--- src/rtl/fp_add_pipe.sv ---
// fp_add_pipe: three-stage pipelined floating-point adder/subtractor.
//   Word layout {sign, exponent[EXP_W], mantissa[MAN_W]}, hidden leading one.
//   Denormal inputs flush to zero, rounding truncates toward zero, and any
//   all-ones exponent input (NaN or infinity) yields the canonical quiet NaN.
// Ports:
//   clk        rising-edge clock
//   rst        synchronous active-high reset
//   in_valid   a, b and sub are sampled this cycle
//   a, b       operands
//   sub        0: a+b, 1: a-b
//   out        result word (held during bubbles)
//   out_valid  out/ovf carry the result issued three cycles earlier
//   ovf        result overflowed to infinity
module fp_add_pipe #(
  parameter int EXP_W = 8,
  parameter int MAN_W = 23
) (
  input  logic                   clk,
  input  logic                   rst,
  input  logic                   in_valid,
  input  logic [EXP_W+MAN_W:0]   a,
  input  logic [EXP_W+MAN_W:0]   b,
  input  logic                   sub,
  output logic [EXP_W+MAN_W:0]   out,
  output logic                   out_valid,
  output logic                   ovf
);

  localparam int W    = 1 + EXP_W + MAN_W;
  // Extended mantissa: hidden one, MAN_W fraction bits, guard, round, sticky.
  localparam int XW   = MAN_W + 4;
  localparam int LZ_W = $clog2(XW);

  localparam logic [W-1:0] QNAN = {1'b0, {EXP_W{1'b1}}, 1'b1, {(MAN_W-1){1'b0}}};
  localparam logic signed [EXP_W+1:0] EMAX = {2'b00, {EXP_W{1'b1}}};
  localparam logic signed [EXP_W+1:0] EONE = {{(EXP_W+1){1'b0}}, 1'b1};

  // Right shift that folds every bit pushed out into the sticky position.
  function automatic logic [XW-1:0] align(input logic [XW-1:0] m,
                                          input logic [EXP_W-1:0] d);
    logic [XW-1:0] sh;
    logic [XW-1:0] lost;
    if (int'(d) >= MAN_W + 3) begin
      align = {{(XW-1){1'b0}}, 1'b1};
    end else begin
      sh    = m >> d;
      lost  = m & ~({XW{1'b1}} << d);
      align = {sh[XW-1:1], sh[0] | (|lost)};
    end
  endfunction

  function automatic logic [LZ_W-1:0] lzc(input logic [XW-1:0] v);
    lzc = '0;
    for (int i = 0; i < XW; i++) begin
      if (v[i]) lzc = LZ_W'(XW - 1 - i);
    end
  endfunction

  // Saturating pack: returns {ovf, word}; underflow gives signed zero,
  // overflow gives signed infinity.
  function automatic logic [W:0] pack(input logic s,
                                      input logic signed [EXP_W+1:0] e,
                                      input logic [MAN_W-1:0] m);
    if (e[EXP_W+1] || e == '0)
      pack = {1'b0, s, {(W-1){1'b0}}};
    else if (e >= EMAX)
      pack = {1'b1, s, {EXP_W{1'b1}}, {MAN_W{1'b0}}};
    else
      pack = {1'b0, s, e[EXP_W-1:0], m};
  endfunction

  logic                   sb;
  logic [EXP_W-1:0]       ea, eb, ebig, esml;
  logic [MAN_W-1:0]       ma, mb;
  logic                   a_big;
  logic                   byp_n;
  logic [W-1:0]           byp_word_n;

  assign sb = b[W-1] ^ sub;
  assign ea = a[W-2:MAN_W];
  assign eb = b[W-2:MAN_W];
  assign ma = a[MAN_W-1:0];
  assign mb = b[MAN_W-1:0];

  always_comb begin
    byp_n      = 1'b1;
    byp_word_n = '0;
    if ((&ea) || (&eb))            byp_word_n = QNAN;
    else if (ea == '0 && eb == '0) byp_word_n = '0;
    else if (ea == '0)             byp_word_n = {sb, b[W-2:0]};
    else if (eb == '0)             byp_word_n = a;
    else                           byp_n      = 1'b0;
  end

  assign a_big = a[W-2:0] >= b[W-2:0];
  assign ebig  = a_big ? ea : eb;
  assign esml  = a_big ? eb : ea;

  // ---- stage 1 -> p0: unpack, specials, compare, swap, align ----
  logic                   vld_p0;
  logic                   byp_p0;
  logic [W-1:0]           byp_word_p0;
  logic                   sign_p0;
  logic                   esub_p0;
  logic signed [EXP_W+1:0] exp_p0;
  logic [XW-1:0]          mbig_p0;
  logic [XW-1:0]          msml_p0;

  always_ff @(posedge clk) begin
    if (rst) vld_p0 <= 1'b0;
    else     vld_p0 <= in_valid;
  end

  always_ff @(posedge clk) begin
    byp_p0      <= byp_n;
    byp_word_p0 <= byp_word_n;
    sign_p0     <= a_big ? a[W-1] : sb;
    esub_p0     <= a[W-1] ^ sb;
    exp_p0      <= {2'b00, ebig};
    mbig_p0     <= {1'b1, (a_big ? ma : mb), 3'b000};
    msml_p0     <= align({1'b1, (a_big ? mb : ma), 3'b000}, ebig - esml);
  end

  // ---- stage 2 -> p1: mantissa add/subtract (big >= small, never negative) ----
  logic                   vld_p1;
  logic                   byp_p1;
  logic [W-1:0]           byp_word_p1;
  logic                   sign_p1;
  logic signed [EXP_W+1:0] exp_p1;
  logic [XW:0]            sum_p1;

  always_ff @(posedge clk) begin
    if (rst) vld_p1 <= 1'b0;
    else     vld_p1 <= vld_p0;
  end

  always_ff @(posedge clk) begin
    byp_p1      <= byp_p0;
    byp_word_p1 <= byp_word_p0;
    sign_p1     <= sign_p0;
    exp_p1      <= exp_p0;
    sum_p1      <= esub_p0 ? ({1'b0, mbig_p0} - {1'b0, msml_p0})
                           : ({1'b0, mbig_p0} + {1'b0, msml_p0});
  end

  // ---- stage 3 -> p2: normalise, truncate, pack ----
  logic [LZ_W-1:0]        lz;
  logic [MAN_W-1:0]       mnrm;
  logic [W:0]             res;

  assign lz   = lzc(sum_p1[XW-1:0]);
  // The leading one falls off the top; guard/round/sticky fall off the bottom.
  assign mnrm = MAN_W'((sum_p1[XW-2:0] << lz) >> 3);

  always_comb begin
    res = '0;
    if (byp_p1)
      res = {1'b0, byp_word_p1};
    else if (sum_p1 == '0)
      res = '0;
    else if (sum_p1[XW])
      res = pack(sign_p1, exp_p1 + EONE, sum_p1[XW-1:4]);
    else
      res = pack(sign_p1, exp_p1 - signed'({{(EXP_W+2-LZ_W){1'b0}}, lz}), mnrm);
  end

  logic                   vld_p2;
  logic [W-1:0]           out_p2;
  logic                   ovf_p2;

  always_ff @(posedge clk) begin
    if (rst) begin
      vld_p2 <= 1'b0;
      out_p2 <= '0;
      ovf_p2 <= 1'b0;
    end else begin
      vld_p2 <= vld_p1;
      ovf_p2 <= vld_p1 & res[W];
      if (vld_p1) out_p2 <= res[W-1:0];
    end
  end

  assign out       = out_p2;
  assign out_valid = vld_p2;
  assign ovf       = ovf_p2;

endmodule

--- config.mk ---
export PLATFORM = sky130hd
export DESIGN_NAME = fp_add_pipe
export DESIGN_NICKNAME = d
export VERILOG_FILES = /design/src/rtl/fp_add_pipe.sv
export SDC_FILE = /design/constraint.sdc
export NUM_CORES = 1
export LEC_CHECK = 0
export BUFFER_PORTS_ARGS = -buffer_cell sky130_fd_sc_hd__buf_2
export CORE_MARGIN = 2
export CORE_UTILIZATION = 37
export DETAILED_ROUTE_END_ITERATION = 8
export GPL_TIMING_DRIVEN = 1
export RECOVER_POWER = 100
export SYNTH_ARGS = -nofsm -noshare
export SYNTH_HDL_FRONTEND = slang
export SYNTH_SLANG_ARGS = --single-unit
--- constraint.sdc ---
create_clock -name clk -period 6.5 [get_ports clk]
set_clock_uncertainty 0.15 [all_clocks]
set_input_delay 1.3 -clock clk [delete_from_list [all_inputs] [get_ports clk]]
set_output_delay 1.3 -clock clk [all_outputs]
set_load 0.02 [all_outputs]
==> results of run 1 <==
==> cells in the final DEF, fill, tap and decap left out, drive strengths merged, types with 12 or more instances in the layout <==
cell / instances
nand4: 19
and2: 20
ha: 88
o22ai: 12
dfxtp: 199
nand2b: 19
mux2i: 89
a21oi: 123
xnor2: 20
o21ai: 74
o31ai: 13
nand2: 115
xor2: 22
nor3: 35
buf: 99
a31oi: 19
a211oi: 36
a22oi: 12
mux2: 30
mux4: 23
nor2b: 21
clkbuf: 62
nand3: 38
nor2: 177
nor4: 17
inv: 120
==> state kept, by name (all words and copies together) (netlist names) <==
signal,count
exp_p1,8
out_valid,1
ovf,1
esub_p0,1
exp_p0,8
out,32
byp_word_p0,32
sign_p1,1
sign_p0,1
msml_p0,27
sum_p1,28
mbig_p0,23
byp_p0,1
vld_p1,1
byp_word_p1,32
byp_p1,1
vld_p0,1
==> metrics by stage <==
step                      hold WS (ns)  instances  cell area, µm²  total power (W)  utilization, %
final                            0.172       2136           14800          0.00429            41.8
after floorplan                  0.160       1588           13200          0.00263               -
after global placement           0.161       2104           14300          0.00319            40.4
after global routing             0.172       2136           14800          0.00450            41.8
after detailed placement         0.163       2104           14300          0.00319            40.4
after CTS                        0.171       2135           14900          0.00428            42.1
==> path summary, 6_finish.rpt <==
| kind | startpoint | endpoint | cells after the start |
|---|---|---|---|
| max | b[21] | msml_p0[0]$_SDFF_PP1_ | 19 |
| min | byp_word_p0[15]$_SDFF_PP0_ | byp_word_p1[15]$_DFF_P_ | 0 |
| max reg2reg | sum_p1[2]$_DFF_P_ | out[2]$_SDFFE_PP0P_ | 25 |
| min reg2reg | byp_word_p0[15]$_SDFF_PP0_ | byp_word_p1[15]$_DFF_P_ | 0 |
==> layout make-up <==
| class | count | share of cell area, % |
|---|---|---|
| Antenna cell | 1 | 0.0169 |
| Multi-Input combinational cell | 1190 | 57.0 |
| Sequential cell | 199 | 27.0 |
| Inverter | 110 | 2.80 |
| Tap cell | 461 | 3.91 |
| Clock inverter | 14 | 1.27 |
| Clock buffer | 17 | 2.88 |
| Timing Repair Buffer | 144 | 5.18 |
==> cells in the mapped netlist, types with 13 or more instances <==
library cell	instances
a211oi_1	36
a21oi_1	120
a31oi_1	19
and2_1	18
buf_1	13
clkbuf_1	70
dfxtp_1	199
ha_1	88
inv_1	110
mux2_2	30
mux2i_1	89
mux4_2	23
nand2_1	115
nand2b_1	19
nand3_1	38
nand4_1	19
nor2_1	177
nor2b_1	21
nor3_1	34
nor4_1	15
o21ai_0	73
xnor2_1	20
xor2_1	22
==> cell families after synthesis <==
kind of cell	Yosys count	share of synthesized area, %
and+or+nand+nor	496	17.8
AOI/OAI and AO/OA	420	21.3
buffers and inverters	199	5.91
DFF	199	30.3
muxes	142	13.3
adders and majority gates	90	8.67
xor gates and xnor gates	42	2.79
==> critical path, cell delays in order <==
cell	delay, ns
clkbuf_1	0.15
inv_1	0.08
ha_1	0.39
nand4_1	0.15
nor4_1	0.73
o211ai_2	0.20
a21oi_1	0.30
o41a_1	0.23
a21oi_1	0.06
ha_1	0.20
inv_1	0.05
o221ai_1	0.12
a221o_1	0.34
or3_1	0.33
and2_0	0.18
or4_1	0.65
o31ai_4	0.32
o221ai_2	0.12
a2111o_1	0.42
==> metal layers <==
layer | vias up | global-route usage [%] | routed length, µm | share of wire, %
met5 | - | 0 | 0 | 0
met4 | 0 | 8.90 | 1560 | 3.5
met3 | 96 | 2.95 | 3080 | 6.9
met2 | 530 | 37.1 | 19100 | 43
met1 | 5797 | 34.3 | 20800 | 47
li1 | 5904 | - | - | -
==> power groups by stage <==
stage / sequential, W / clock (W) / combinational, W
3_5_place_dp: 0.00155 / 0 / 0.00164
3_3_place_gp: 0.00155 / 0 / 0.00165
5_1_grt: 0.00154 / 0.00116 / 0.00180
2_1_floorplan: 0.00145 / 0 / 0.00118
4_1_cts: 0.00152 / 0.00111 / 0.00165
6_report: 0.00153 / 0.00109 / 0.00166
==> what timing repair did <==
item,in CTS,in global routing
endpoints found under the setup margin,0,2
gates resized for setup,0,1
buffers inserted,0,0
hold buffers,0,0
hold endpoints to repair,0,0
==> impl_metrics.env, run 1 <==
export IMPL_status="complete, but fails checks"
export IMPL_violations="max-capacitance violations, max-slew violations"
export IMPL_gp_congestion=1.00
export IMPL_yosys_area_top_type="dfxtp_1"
export IMPL_postSynthNetCount=1746
export IMPL_start_kind="input pin"
export IMPL_pre_cts_ws_ns=0.221
export IMPL_rows=69
export IMPL_initial_core_util_pct=37.3
export IMPL_slew_headroom_pct=-11.6
export IMPL_seqPwrFrac_pct=35.7
export IMPL_grt_pass1_vias=11684
export IMPL_synth_edff_count=0
export IMPL_synth_flop_cell="dfxtp_1"
export IMPL_synth_area_um2=13200
export IMPL_slew_violations=39
export IMPL_period_needed_ns=6.14
export IMPL_place_hpwl_um=35500
export IMPL_syn_inst=1588
export IMPL_antenna_left=0
export IMPL_rrSetupSlack_ns=0.69
export IMPL_drc=0
export IMPL_synth_top_cells_by_area="dfxtp_1 30%, ha_1 8.4%, mux2i_1 6.8%"
export IMPL_clk_path_buf_depth=2
export IMPL_regArea_um2=3980
export IMPL_async_flop_share_pct=0
export IMPL_required_ns=6.68
export IMPL_path_class="in2reg"
export IMPL_grt_usage_pct=24.1
export IMPL_clk_latency_ns=0.45
export IMPL_drv_cap=1
export IMPL_core_um2=35300
export IMPL_antenna_found_initial=1
export IMPL_numCtsBuffers=17
export IMPL_path_max_fanout=8
export IMPL_setup_viol=0
export IMPL_cts_tree="yes"
export IMPL_ctsHtreeMaxLevel=4
export IMPL_finalHoldViolations=0
export IMPL_min_period_over_period_pct=94.5
export IMPL_combPwrFrac_pct=38.8
export IMPL_vias=12327
export IMPL_ys_seq_elements=199
export IMPL_drive_above_1_share_pct=11.0
export IMPL_die_w_um=193
export IMPL_fin_setup_tns_ns=0
export IMPL_switchingPower_w=0.00177
export IMPL_syn2layout_area_growth_pct=12.2
export IMPL_finalNetCount=1820
export IMPL_first_pass_iters=5
export IMPL_grt_first_pass_wirelength_um=68200
export IMPL_setup_ws_ns=0.357
export IMPL_yosysUniqueCellTypes=79
export IMPL_first_iter_violations=1345
export IMPL_cts_sinks=199
export IMPL_worst_pin_slew_ns=1.67
export IMPL_cts_root_buf="clkbuf_16"
export IMPL_multi_input_area_um2=8410
export IMPL_io_pins=102
export IMPL_fillCellCount=3585
export IMPL_ir_drop_uv=220
export IMPL_grt_max_degree=50
export IMPL_die_area_um2=37100
export IMPL_viasPerCell=5.77
export IMPL_p_int_w=0.00252
export IMPL_wire_per_inst_um=20.9
export IMPL_p_per_area_nw_per_um2=291
export IMPL_p_clk_share_pct=25.5
export IMPL_ys_seq_area_share_pct=30.3
export IMPL_max_freq_mhz=163
export IMPL_cp_arrival_ns=6.32
export IMPL_die_h_um=193
export IMPL_synth_top_area_share_pct=30.3
export IMPL_synth_area_per_cell_um2=8.29
export IMPL_leakage_nw=6.02
export IMPL_swShare_pct=41.2
export IMPL_min_path_type="reg2reg"
export IMPL_clkTransAtPathRegs_ns=0.09
export IMPL_critPathCaptureType="flip-flop"
export IMPL_routed_wl_um=44600
export IMPL_rsz0062_at_grt="false"
export IMPL_numPortBuffers=101
export IMPL_ys_warn_count=0
export IMPL_gr_total_overflow=0
(Power assumes the default switching activity.)
==> run 2: changes to the inputs <==
CELL_PAD_IN_SITES_DETAIL_PLACEMENT = 1   (was unset)
CELL_PAD_IN_SITES_GLOBAL_PLACEMENT = 1   (was unset)
PLACE_DENSITY_LB_ADDON = 0.1   (was unset)
RECOVER_POWER = 50   (was 100)
==> impl_metrics.env, run 2 (same netlist as run 1, synthesis figures left out) <==
export IMPL_status="complete, but fails checks"
export IMPL_violations="max-capacitance violations, max-slew violations"
export IMPL_slew_headroom_pct=-35.1
export IMPL_grt_first_pass_wirelength_um=73800
export IMPL_r2r_end="out[4]$_SDFFE_PP0P_"
export IMPL_final_cell_mix="199 x dfxtp_1, 176 x nor2_1, 118 x a21oi_1"
export IMPL_total_power_w=0.00439
export IMPL_drive_above_1_share_pct=12.8
export IMPL_n_antenna_cell=0
export IMPL_ir_drop_uv=235
export IMPL_max_freq_mhz=164
export IMPL_core_um2=35300
export IMPL_finalHoldViolations=0
export IMPL_p_per_area_nw_per_um2=296
export IMPL_die_area_um2=37100
export IMPL_p_clk_share_pct=26.1
export IMPL_rrSetupSlack_ns=0.52
export IMPL_p_int_w=0.00255
export IMPL_cp_endpoint="msml_p0[0]$_SDFF_PP1_"
export IMPL_dpl_cell_count=2104
export IMPL_die_w_um=193
export IMPL_first_iter_violations=753
export IMPL_io_pins=102
export IMPL_required_ns=6.71
export IMPL_post_route_util_pct=42.1
export IMPL_clkTransAtPathRegs_ns=0.09
export IMPL_slew_violations=85
export IMPL_cts_tree="yes"
export IMPL_setup_ws_ns=0.403
export IMPL_first_pass_iters=5
export IMPL_numPortBuffers=101
export IMPL_min_path_type="reg2reg"
export IMPL_cts_sinks=199
export IMPL_cp_arrival_ns=6.30
export IMPL_pre_cts_ws_ns=-0.0386
export IMPL_min_period_over_period_pct=93.8
export IMPL_die_h_um=193
export IMPL_combPwrFrac_pct=39.3
export IMPL_switchingPower_w=0.00184
export IMPL_grt_usage_pct=26.5
export IMPL_place_hpwl_um=39200
export IMPL_initial_core_util_pct=37.3
export IMPL_seqPwrFrac_pct=34.6
export IMPL_path_class="in2reg"
export IMPL_drv_cap=2
export IMPL_critPathCaptureType="flip-flop"
export IMPL_period_needed_ns=6.10
export IMPL_routed_wl_um=48500
export IMPL_numCtsBuffers=17
export IMPL_leakage_nw=6.06
export IMPL_worst_pin_slew_ns=2.03
export IMPL_rsz0062_at_grt="false"
export IMPL_clk_path_buf_depth=2
export IMPL_wire_per_inst_um=22.7
export IMPL_r2r_start="sum_p1[2]$_DFF_P_"
export IMPL_path_max_fanout=5
export IMPL_finalNetCount=1820
export IMPL_viasPerCell=5.72
export IMPL_swShare_pct=41.9
export IMPL_grt_pass1_vias=12160
export IMPL_drc=0
export IMPL_start_kind="input pin"
export IMPL_cts_root_buf="clkbuf_16"
export IMPL_antenna_found_initial=4
export IMPL_ctsHtreeMaxLevel=4
export IMPL_rr_worst_depth=24
export IMPL_crit_start="b[8]"
export IMPL_grt_max_degree=50
export IMPL_post_cts_buffers=0
export IMPL_post_cts_resized=0
export IMPL_syn2layout_area_growth_pct=12.8
export IMPL_postCtsHoldBufs=0
export IMPL_gp_congestion=0.918
export IMPL_setup_viol=0
export IMPL_gr_total_overflow=0
export IMPL_antenna_left=0
export IMPL_final_common_cell="dfxtp_1"
export IMPL_clk_latency_ns=0.46
export IMPL_vias=12219
export IMPL_min_from="exp_p0[5]$_DFF_P_"
export IMPL_final_instance_count_excl_fill=2136
export IMPL_rows=69
[run 2: cell types whose count changed in the layout (fill, tap and decap cells not counted), moves of 3 or more]
cell | previous run | this run
inv_8 | 5 | 2
buf_4 | 34 | 40
mux2_2 | 13 | 30
inv_16 | 0 | 4
clkbuf_1 | 45 | 38
mux2_1 | 17 | 0
[run 2: worst max-delay path, stage by stage]
cell and delay (ns):
buf_2 0.12, inv_1 0.06, ha_1 0.29, a211oi_1 0.19, o21ai_0 0.11, a211oi_1 0.29
buf_4 0.19, o211ai_1 0.11, a2111oi_0 0.72, a21oi_1 0.18, ha_1 0.21, inv_1 0.05
o221ai_1 0.19, a221o_1 0.37, or3_1 0.33, a221oi_1 0.35, buf_4 0.20, nand2_1 0.16
nor3b_1 0.33, o221ai_2 0.13, a2111o_1 0.41
[run 2: worst min-delay path by stage]
stage | slack, ns | end | depth (start not counted)
after floorplan | 0.16 | byp_p1$_DFF_P_ | 0
after global placement | 0.16 | byp_p1$_DFF_P_ | 0
after detailed placement | 0.16 | byp_word_p1[23]$_DFF_P_ | 0
after CTS | 0.18 | exp_p1[5]$_DFF_P_ | 0
after global routing | 0.18 | exp_p1[5]$_DFF_P_ | 0
final | 0.18 | exp_p1[5]$_DFF_P_ | 0
[run 2: layer usage]
metal / vias to the layer above / wire, µm / global-route usage (%) / share of wire (%)
li1: 5907 / - / - / -
met1: 5975 / 23600 / 36.6 / 49
met2: 279 / 22200 / 43.3 / 46
met3: 58 / 1630 / 2.78 / 3.4
met4: 0 / 1150 / 8.07 / 2.4
met5: - / 0 / 0 / 0
[run 2: final cells by class]
type	count	area [µm²]
clock buffers	17	425
clock inverters	15	234
fillers	4232	20500
inverters	110	413
multi-input cells	1190	8450
flip-flops and latches	199	3980
well taps	461	577
repair buffers	144	773
[run 2: metrics by stage]
stage | setup TNS (ns) | cell area (µm²) | hold WS, ns
finish | 0 | 14900 | 0.176
global route | 0 | 14900 | 0.180
CTS | 0 | 14900 | 0.178
detailed placement | -0.0386 | 14200 | 0.163
global placement | 0 | 14200 | 0.160
floorplan | 0 | 13200 | 0.160
[run 2: power by group through the flow]
stage | combinational (W) | clock (W) | sequential, W
2_1_floorplan | 0.00118 | 0 | 0.00145
5_1_grt | 0.00187 | 0.00124 | 0.00153
4_1_cts | 0.00171 | 0.00118 | 0.00152
3_5_place_dp | 0.00170 | 0 | 0.00154
3_3_place_gp | 0.00169 | 0 | 0.00154
6_report | 0.00173 | 0.00115 | 0.00152
==> run 3: changes to the inputs <==
--- a/config.mk
+++ b/config.mk
@@ -7,2 +7,3 @@
 export LEC_CHECK = 0
+export ABC_CLOCK_PERIOD_IN_PS = 6500
 export BUFFER_PORTS_ARGS = -buffer_cell sky130_fd_sc_hd__buf_2
@@ -10,2 +11,3 @@
 export CELL_PAD_IN_SITES_GLOBAL_PLACEMENT = 1
+export CORE_ASPECT_RATIO = 0.9
 export CORE_MARGIN = 2
==> constraint.sdc (replaced) <==
create_clock -name clk -period 6.5 [get_ports clk]
set_clock_uncertainty 0.15 [all_clocks]
set_input_delay 0.65 -clock clk [delete_from_list [all_inputs] [get_ports clk]]
set_output_delay 0.65 -clock clk [all_outputs]
set_load 0.02 [all_outputs]
==> impl_metrics.env, run 3 (same netlist as run 1, synthesis figures left out) <==
export IMPL_status="complete, but fails checks"
export IMPL_violations="max-capacitance violations, max-slew violations"
export IMPL_post_cts_buffers=0
export IMPL_antenna_left=0
export IMPL_fillCellCount=4220
export IMPL_drive_above_1_share_pct=12.2
export IMPL_numCtsBuffers=17
export IMPL_cp_arrival_ns=6.01
export IMPL_io_pins=102
export IMPL_routed_wl_um=49600
export IMPL_die_area_um2=37100
export IMPL_antenna_found_initial=3
export IMPL_min_from="exp_p0[7]$_DFF_P_"
export IMPL_path_class="reg2reg"
export IMPL_wire_per_inst_um=23.2
export IMPL_first_pass_iters=5
export IMPL_min_period_over_period_pct=88.9
export IMPL_post_cts_resized=0
export IMPL_setup_viol=0
export IMPL_hold_path_depth=0
export IMPL_final_common_cell="dfxtp_1"
export IMPL_final_cell_mix="199 x dfxtp_1, 177 x nor2_1, 119 x a21oi_1"
export IMPL_rrSetupSlack_ns=0.72
export IMPL_vias=12219
export IMPL_drv_cap=2
export IMPL_grt_max_degree=50
export IMPL_p_per_area_nw_per_um2=298
export IMPL_cts_tree="yes"
export IMPL_viasPerCell=5.72
export IMPL_ctsHtreeMaxLevel=4
export IMPL_grt_pass1_vias=12285
export IMPL_clk_path_buf_depth=2
export IMPL_gp_congestion=0.950
export IMPL_grt_usage_pct=26.9
export IMPL_die_h_um=183
export IMPL_clk_latency_ns=0.46
export IMPL_r2r_end="out[8]$_SDFFE_PP0P_"
export IMPL_critPathCaptureType="flip-flop"
export IMPL_max_freq_mhz=173
export IMPL_die_w_um=203
export IMPL_rows=65
export IMPL_place_hpwl_um=39900
export IMPL_postCtsHoldBufs=0
export IMPL_core_um2=35100
export IMPL_leakage_nw=6.01
export IMPL_start_kind="flip-flop"
export IMPL_r2r_start="sum_p1[1]$_DFF_P_"
export IMPL_rsz0062_at_grt="false"
export IMPL_cts_root_buf="clkbuf_16"
export IMPL_placed_area_um2=14200
export IMPL_ir_drop_uv=162
export IMPL_drc=0
export IMPL_numPortBuffers=101
export IMPL_rr_worst_depth=25
export IMPL_path_max_fanout=6
export IMPL_required_ns=6.73
export IMPL_initial_core_util_pct=37.6
export IMPL_worst_pin_slew_ns=2.08
export IMPL_min_to="exp_p1[7]$_DFF_P_"
export IMPL_gr_total_overflow=0
export IMPL_min_path_type="reg2reg"
export IMPL_period_needed_ns=5.78
export IMPL_timing_hold_ws_ns=0.175
export IMPL_finalHoldViolations=0
export IMPL_finalNetCount=1810
export IMPL_slew_violations=84
export IMPL_final_cell_area_um2=14800
export IMPL_grt_first_pass_wirelength_um=76300
export IMPL_slew_headroom_pct=-38.4
export IMPL_syn2layout_area_growth_pct=12.3
export IMPL_fin_setup_tns_ns=0
export IMPL_first_iter_violations=909
export IMPL_clkTransAtPathRegs_ns=0.10
export IMPL_cts_sinks=199
-- run 3: cell types whose count changed in the layout (fill, tap and decap cells not counted), sizes merged --
cell    delta
inv        +1
buf       -10
clkinv     -1
diode      +1
-- run 3: critical path: stages, from the launching register on --
cell and delay, ns:
dfxtp_1 0.45, nor2b_1 0.17, o21bai_1 0.08, a21oi_1 0.16
o21bai_1 0.11, a211oi_1 0.24, o21ai_0 0.12, a221o_1 0.42
a21oi_4 0.24, ha_1 0.21, fa_1 0.21, nor2b_1 0.06
o21ai_0 0.15, nand2b_1 0.11, a211o_1 0.34, xor2_1 0.18
nor3_1 0.31, and3_1 0.22, ha_1 0.23, xor2_1 0.18
nor4b_1 0.39, buf_4 0.22, nand2_1 0.12, nor2_1 0.33
a221oi_1 0.14, nor3_1 0.18
-- run 3: power breakdown --
part | internal (W) | leakage [nW] | switching, W
clock | 0.000554 | 0.317 | 0.000610
combinational | 0.000660 | 4.06 | 0.00105
sequential | 0.00133 | 1.63 | 0.000197
total | 0.00254 | 6.01 | 0.00186
-- run 3: worst max path at each step --
stage / from / slack [ns] / to / depth (start not counted)
after floorplan: sum_p1[1]$_DFF_P_ / 0.53 / out[0]$_SDFFE_PP0P_ / 26
after global placement: b[18] / 0.43 / msml_p0[0]$_SDFF_PP1_ / 20
after detailed placement: b[18] / 0.36 / msml_p0[0]$_SDFF_PP1_ / 21
after CTS: sum_p1[1]$_DFF_P_ / 0.73 / out[8]$_SDFFE_PP0P_ / 25
after global routing: sum_p1[1]$_DFF_P_ / 0.08 / out[8]$_SDFFE_PP0P_ / 25
final: sum_p1[1]$_DFF_P_ / 0.72 / out[8]$_SDFFE_PP0P_ / 25
-- run 3: through the flow --
step                      utilization, %  instances  total power [W]  setup WS [ns]
after global routing                42.2       2134          0.00464         0.0848
after floorplan                        -       1588          0.00263          0.528
final                               42.2       2135          0.00440          0.718
after CTS                           42.3       2134          0.00441          0.733
after global placement              40.4       2102          0.00322          0.430
after detailed placement            40.4       2102          0.00323          0.360
-- run 3: layout make-up --
type | count | area, µm² | share of cell area, %
clock buffers | 17 | 425 | 2.88
inverters | 110 | 413 | 2.79
repair buffers | 134 | 701 | 4.74
well taps | 469 | 587 | 3.97
flip-flops and latches | 199 | 3980 | 26.9
diodes | 1 | 2.50 | 0.0169
clock inverters | 15 | 230 | 1.56
multi-input cells | 1190 | 8440 | 57.1
-- run 3: routing by layer --
layer	part of all wire, %	vias to the layer above	track usage [%]
li1	-	5879	-
met1	48	5990	37.7
met2	46	307	44.4
met3	4.2	43	3.61
met4	1.5	0	5.58
met5	0	-	0
